<file path="config.mk">
export PLATFORM = sky130hd
export DESIGN_NAME = ps2_rx_event_fifo
export DESIGN_NICKNAME = d
export VERILOG_FILES = /design/src/rtl/ps2_rx_event_fifo.sv
export SDC_FILE = /design/constraint.sdc
export NUM_CORES = 1
export LEC_CHECK = 0
export ABC_AREA = 1
export CAP_MARGIN = 25
export CORE_MARGIN = 5
export CORE_UTILIZATION = 60
export CTS_CLUSTER_DIAMETER = 40
export DETAILED_ROUTE_END_ITERATION = 8
export PLACE_DENSITY = 0.8
export RECOVER_POWER = 100
export SYNTH_ARGS = -nofsm -noshare
export SYNTH_HDL_FRONTEND = slang
export SYNTH_SLANG_ARGS = --single-unit
</file>
<file path="constraint.sdc">
create_clock -name clk25 -period 3.5 [get_ports clk25]
set_clock_uncertainty 0.1 [all_clocks]
set_input_delay 0.7 -clock clk25 [delete_from_list [all_inputs] [get_ports clk25]]
set_output_delay 0.7 -clock clk25 [all_outputs]
set_load 0.005 [all_outputs]
</file>
<file path="src/rtl/ps2_rx_event_fifo.sv">
// PS/2 receiver: glitch filter, 11-bit frame FSM, E0/F0 prefix folding and a show-ahead event FIFO.
// Optional receive watchdog is built only when PS2_TIMEOUT_EN is defined.
module ps2_rx_event_fifo #(
  parameter int FILTER_LEN  = 8,
  parameter int FIFO_DEPTH  = 16,
  parameter int TIMEOUT_CYC = 25000
) (
  input  logic                          clk25,
  input  logic                          clr_n,
  input  logic                          ps2c,
  input  logic                          ps2d,
  input  logic                          rd_en,
  input  logic                          err_clr,
  output logic [9:0]                    dout,
  output logic                          valid,
  output logic [$clog2(FIFO_DEPTH):0]   count,
  output logic                          overflow,
  output logic                          frame_err
);

  localparam int AW = $clog2(FIFO_DEPTH);
  localparam int CW = AW + 1;
  localparam logic [CW-1:0] FULL_CNT = CW'(FIFO_DEPTH);

  typedef enum logic [1:0] {S_IDLE, S_DATA, S_PARITY, S_STOP} state_t;

  logic [1:0]            c_sync_q, d_sync_q;
  logic [FILTER_LEN-1:0] c_sh_q, d_sh_q;
  logic                  c_f_q, d_f_q, c_fp_q;
  logic                  fall;

  always_ff @(posedge clk25) begin
    if (!clr_n) begin
      c_sync_q <= '1;
      d_sync_q <= '1;
      c_sh_q   <= '1;
      d_sh_q   <= '1;
      c_f_q    <= 1'b1;
      d_f_q    <= 1'b1;
      c_fp_q   <= 1'b1;
    end else begin
      c_sync_q <= {c_sync_q[0], ps2c};
      d_sync_q <= {d_sync_q[0], ps2d};
      c_sh_q   <= {c_sh_q[FILTER_LEN-2:0], c_sync_q[1]};
      d_sh_q   <= {d_sh_q[FILTER_LEN-2:0], d_sync_q[1]};
      // a line only changes once the whole window agrees
      if (&c_sh_q)       c_f_q <= 1'b1;
      else if (~|c_sh_q) c_f_q <= 1'b0;
      if (&d_sh_q)       d_f_q <= 1'b1;
      else if (~|d_sh_q) d_f_q <= 1'b0;
      c_fp_q <= c_f_q;
    end
  end

  assign fall = c_fp_q & ~c_f_q;

  state_t     state_q;
  logic [2:0] bitcnt_q;
  logic [7:0] byte_q;
  logic       par_q, byte_ok_q, err_p_q;

`ifdef PS2_TIMEOUT_EN
  localparam int TO_W = $clog2(TIMEOUT_CYC + 1);
  localparam logic [TO_W-1:0] TO_MAX = TO_W'(TIMEOUT_CYC);
  logic [TO_W-1:0] to_cnt_q;
`else
  // the watchdog limit only matters when the watchdog is built
  logic unused_timeout;
  assign unused_timeout = (TIMEOUT_CYC != 0);
`endif

  always_ff @(posedge clk25) begin
    if (!clr_n) begin
      state_q   <= S_IDLE;
      bitcnt_q  <= '0;
      byte_q    <= '0;
      par_q     <= 1'b0;
      byte_ok_q <= 1'b0;
      err_p_q   <= 1'b0;
`ifdef PS2_TIMEOUT_EN
      to_cnt_q  <= '0;
`endif
    end else begin
      byte_ok_q <= 1'b0;
      err_p_q   <= 1'b0;
      if (fall) begin
        case (state_q)
          S_IDLE: begin
            if (!d_f_q) begin
              state_q  <= S_DATA;
              bitcnt_q <= '0;
            end
          end
          S_DATA: begin
            byte_q   <= {d_f_q, byte_q[7:1]};
            bitcnt_q <= bitcnt_q + 3'd1;
            if (bitcnt_q == 3'd7) state_q <= S_PARITY;
          end
          S_PARITY: begin
            par_q   <= d_f_q;
            state_q <= S_STOP;
          end
          default: begin
            if (d_f_q && (^{byte_q, par_q})) byte_ok_q <= 1'b1;
            else                             err_p_q   <= 1'b1;
            state_q <= S_IDLE;
          end
        endcase
      end
`ifdef PS2_TIMEOUT_EN
      if (state_q == S_IDLE || fall) to_cnt_q <= '0;
      else                           to_cnt_q <= to_cnt_q + 1'b1;
      if (!fall && state_q != S_IDLE && to_cnt_q == TO_MAX) begin
        state_q <= S_IDLE;
        err_p_q <= 1'b1;
      end
`endif
    end
  end

  logic           ext_p_q, brk_p_q, overflow_q, frame_err_q;
  logic           push_req, push, pop, full, ovf_set;
  logic [9:0]     din, dout_q, dout_d;
  logic [AW-1:0]  wr_ptr_q, rd_ptr_q, rd_next;
  logic [CW-1:0]  cnt_q, cnt_d;
  logic [9:0]     mem_q [FIFO_DEPTH];

  assign push_req = byte_ok_q && (byte_q != 8'hF0) && (byte_q != 8'hE0);
  assign din      = {ext_p_q, brk_p_q, byte_q};
  assign full     = (cnt_q == FULL_CNT);
  assign pop      = rd_en && (cnt_q != '0);
  assign push     = push_req && (!full || pop);
  assign ovf_set  = push_req && full && !pop;
  assign rd_next  = pop ? rd_ptr_q + 1'b1 : rd_ptr_q;

  always_comb begin
    cnt_d = cnt_q;
    if (push && !pop)      cnt_d = cnt_q + 1'b1;
    else if (pop && !push) cnt_d = cnt_q - 1'b1;
    dout_d = dout_q;
    // bypass the incoming word when it lands in the new head slot
    if (cnt_d != '0) dout_d = (push && rd_next == wr_ptr_q) ? din : mem_q[rd_next];
  end

  always_ff @(posedge clk25) begin
    if (push) mem_q[wr_ptr_q] <= din;
  end

  always_ff @(posedge clk25) begin
    if (!clr_n) begin
      ext_p_q     <= 1'b0;
      brk_p_q     <= 1'b0;
      wr_ptr_q    <= '0;
      rd_ptr_q    <= '0;
      cnt_q       <= '0;
      dout_q      <= '0;
      overflow_q  <= 1'b0;
      frame_err_q <= 1'b0;
    end else begin
      if (err_p_q) begin
        ext_p_q <= 1'b0;
        brk_p_q <= 1'b0;
      end else if (byte_ok_q) begin
        if (byte_q == 8'hF0)      brk_p_q <= 1'b1;
        else if (byte_q == 8'hE0) ext_p_q <= 1'b1;
        else begin
          ext_p_q <= 1'b0;
          brk_p_q <= 1'b0;
        end
      end
      if (push) wr_ptr_q <= wr_ptr_q + 1'b1;
      rd_ptr_q    <= rd_next;
      cnt_q       <= cnt_d;
      dout_q      <= dout_d;
      overflow_q  <= ovf_set | (overflow_q & ~err_clr);
      frame_err_q <= err_p_q | (frame_err_q & ~err_clr);
    end
  end

  assign dout      = dout_q;
  assign valid     = (cnt_q != '0);
  assign count     = cnt_q;
  assign overflow  = overflow_q;
  assign frame_err = frame_err_q;

endmodule
</file>
==> results.cfg <==
[run_status]
run_status = finished clean

[sta]
tightest_slew_ps = 1240
period_needed_ps = 2870
drv_slew = 0
finalHoldViolCount = 0
layout_setup_ws_ps = 634
rsz0062_at_grt = false
whs_ps = 309
setup_viol = 0
relSlewSlack_pct = 17.1
timing.final.crit_share_pct = 81.9
finalSetupTns_ps = 0
fmax_ghz = 0.349

[clocking]
cts_htree_levels = 1
path_clk_slew_ps = 60
post_cts_buffers = 0
cts_tree = done
cts.sinks = 226
cts-root-buf = clkbuf_16
numCtsBuffers = 29
ctsResizeCount = 0
insertion_delay_ps = 550
clock_path_buffers = 3
hold_buffers = 0

[global_route]
grt_first_pass_wirelength_um = 38500
grt_overflow_total = 0
grt_use_total_pct = 24.7
antenna_found_initial = 0
grt_pass1_vias = 7437
grt_start_max_net_pins = 69

[setup_path]
worst_ep_arrival_time_ps = 3160
critPathKind = reg2reg
cp_data_required_time_ps = 3790
start_kind = register
path_max_fanout = 12
worstSetupEndpointType = register

[cells_and_area]
ff_latch_area_mm2 = 0.00613
drive_above_1_share_pct = 9.83
final.fill_count = 1176
final_cell_mix = nand3_1 (191), nand2_1 (190), inv_1 (175)
multi_input_area_mm2 = 0.00313
final_nets = 1115
syn_to_final_growth_pct = 14.3
insertedDiodeCount = 0
final_cell_area_mm2 = 0.0116
layout_commonest_cell = nand3_1
fin_cells = 1339

[flow_run]
maxCapViolCount = 0

[routing]
drt-wirelength-per-cell_um = 17.8
firstDrtPassIters = 5
via_count = 7557
wl_um = 23900
via_per_inst = 5.64
drc = 0
detail_route.iter0.violations = 658
antenna_left = 0

[logic_synthesis]
synthMuxAreaShare_pct = 0
synth_fa_ha_area_share_pct = 1.60
synthCells = 1052
synthSimpleGateAreaFrac_pct = 24.5
synth_cell_types = 35
seq_area_frac_synth_pct = 60.1
syn_avg_cell_area_um2 = 9.69
synth_area_mm2 = 0.0102
synth_seq_cells = 226
yosysWarnings = 0
synth_xor_area_share_pct = 1.12
synthesis.nets = 1071
synth_top_family_by_area = simple AND/OR/NAND/NOR gates
synth_compound_area_share_pct = 3.78

[die]
dieWidth_um = 140
dieArea_mm2 = 0.0197
io_pins = 24
start_util_pct = 61.3
rows = 47
core-area_mm2 = 0.0166
fp.dieH_um = 140

[placed_design]
dp_hpwl_um = 14800
post_dp_cell_area_mm2 = 0.0108
gp_congestion = 0.896
pre_cts_slack_ps = 394
io_buffer_count = 23
dp_cells = 1285

[power]
netSwitchingPower_mw = 4.79
p_leak_nw = 4.99
p_int_mw = 6.42
seqPwrFrac_pct = 27.0
power_frac_comb_pct = 47.1
p_clk_share_pct = 25.8
powerDensity_mw_per_mm2 = 962
p_sw_share_pct = 42.8
ir_drop_mv = 0.565

[worst_hold_path]
min_path_type = reg2reg
-- state kept, by name (all words and copies together) (netlist names), 2 cells and up --
register / cells
dout: 10
rd_ptr_q: 4
c_sh_q: 8
c_sync_q: 2
d_sync_q: 2
d_sh_q: 8
state_q: 2
bitcnt_q: 3
wr_ptr_q: 4
count: 5
mem_q: 160
byte_q: 8
-- metrics by stage --
stage	total power [mW]	util, %
finish	11.2	70.0
global route	11.9	70.0
CTS	11.3	70.6
detailed placement	8.34	64.8
global placement	8.19	64.8
floorplan	6.85	-
-- worst paths after layout --
path,from,to,slack [ps],cells past startpoint
setup / recovery,count[0],dout[6],630,14
hold reg to reg,c_sync_q[0],c_sync_q[1],310,1
setup reg to reg,count[0],dout[6],630,14
hold / removal,c_sync_q[0],c_sync_q[1],310,1
-- synth_stat cells --
| master | number | area, µm² |
|---|---|---|
| nand3_2 | 13 | 130 |
| nor4_1 | 2 | 12.5 |
| o211ai_1 | 6 | 45.0 |
| a21oi_2 | 8 | 70.1 |
| nand2_1 | 190 | 713 |
| inv_2 | 3 | 11.3 |
| nand2_2 | 6 | 37.5 |
| o21ai_2 | 2 | 17.5 |
| nand4_1 | 15 | 93.8 |
| o21ai_0 | 16 | 80.1 |
| nor2_1 | 39 | 146 |
| nor2_2 | 1 | 6.26 |
| buf_4 | 1 | 7.51 |
| buf_6 | 3 | 33.8 |
| o41ai_1 | 1 | 8.76 |
| inv_4 | 1 | 6.26 |
| xnor2_1 | 7 | 61.3 |
| a21oi_1 | 30 | 150 |
| nand3_4 | 1 | 17.5 |
| nand2_4 | 2 | 22.5 |
| or2_2 | 9 | 56.3 |
| dfxtp_1 | 66 | 1320 |
| nand3b_1 | 37 | 278 |
| o21ai_1 | 1 | 5.00 |
| nor2_4 | 3 | 33.8 |
| o221ai_1 | 1 | 8.76 |
| xor2_1 | 6 | 52.6 |
| edfxtp_1 | 160 | 4800 |
| buf_2 | 23 | 115 |
| clkinv_1 | 2 | 7.51 |
| inv_1 | 174 | 653 |
| ha_1 | 13 | 163 |
| buf_1 | 2 | 7.51 |
| clkbuf_1 | 19 | 71.3 |
| nand3_1 | 189 | 946 |
-- power groups by stage --
stage / logic (mW) / registers [mW] / clock network (mW)
2_1_floorplan: 3.80 / 3.06 / 0
4_1_cts: 5.31 / 3.03 / 2.93
6_report: 5.28 / 3.03 / 2.89
5_1_grt: 5.85 / 3.04 / 3.04
3_5_place_dp: 5.25 / 3.09 / 0
3_3_place_gp: 5.11 / 3.09 / 0
-- worst max-delay path: stages, from the launching register on --
cell      delay, ps
dfxtp_1         410
inv_1           120
ha_1            280
nand2_1          90
nor2_1           60
nand2_1         100
nand3_1         260
inv_1           190
nand2_1          80
nand2_1          70
nor2_1           40
nand3_1         330
clkinv_1        360
nand2_1         160
a21oi_1          80
-- cell type report --
class	count	area share, %
Multi-Input combinational cell	598	26.9
Clock buffer	33	6.71
Tap cell	220	2.36
Sequential cell	226	52.6
Inverter	180	5.82
Timing Repair Buffer	61	4.01
Clock inverter	21	1.61
-- routing by layer --
metal / part of all wire (%) / global-route usage [%] / routed length, µm
met4: 4.6 / 10.8 / 1090
met5: 0 / 0 / 0
met2: 49 / 41.6 / 11600
met3: 7.3 / 3.37 / 1740
met1: 39 / 31.9 / 9410
-- cell families after synthesis --
group	count (synthesis)
AO/OA/AOI/OAI	65
XOR/XNOR	13
adder cells (fa/ha/maj)	13
buffers and inverters	228
flip-flops	226
AND/OR/NAND/NOR	507
Power figures use the tool's default switching activity.
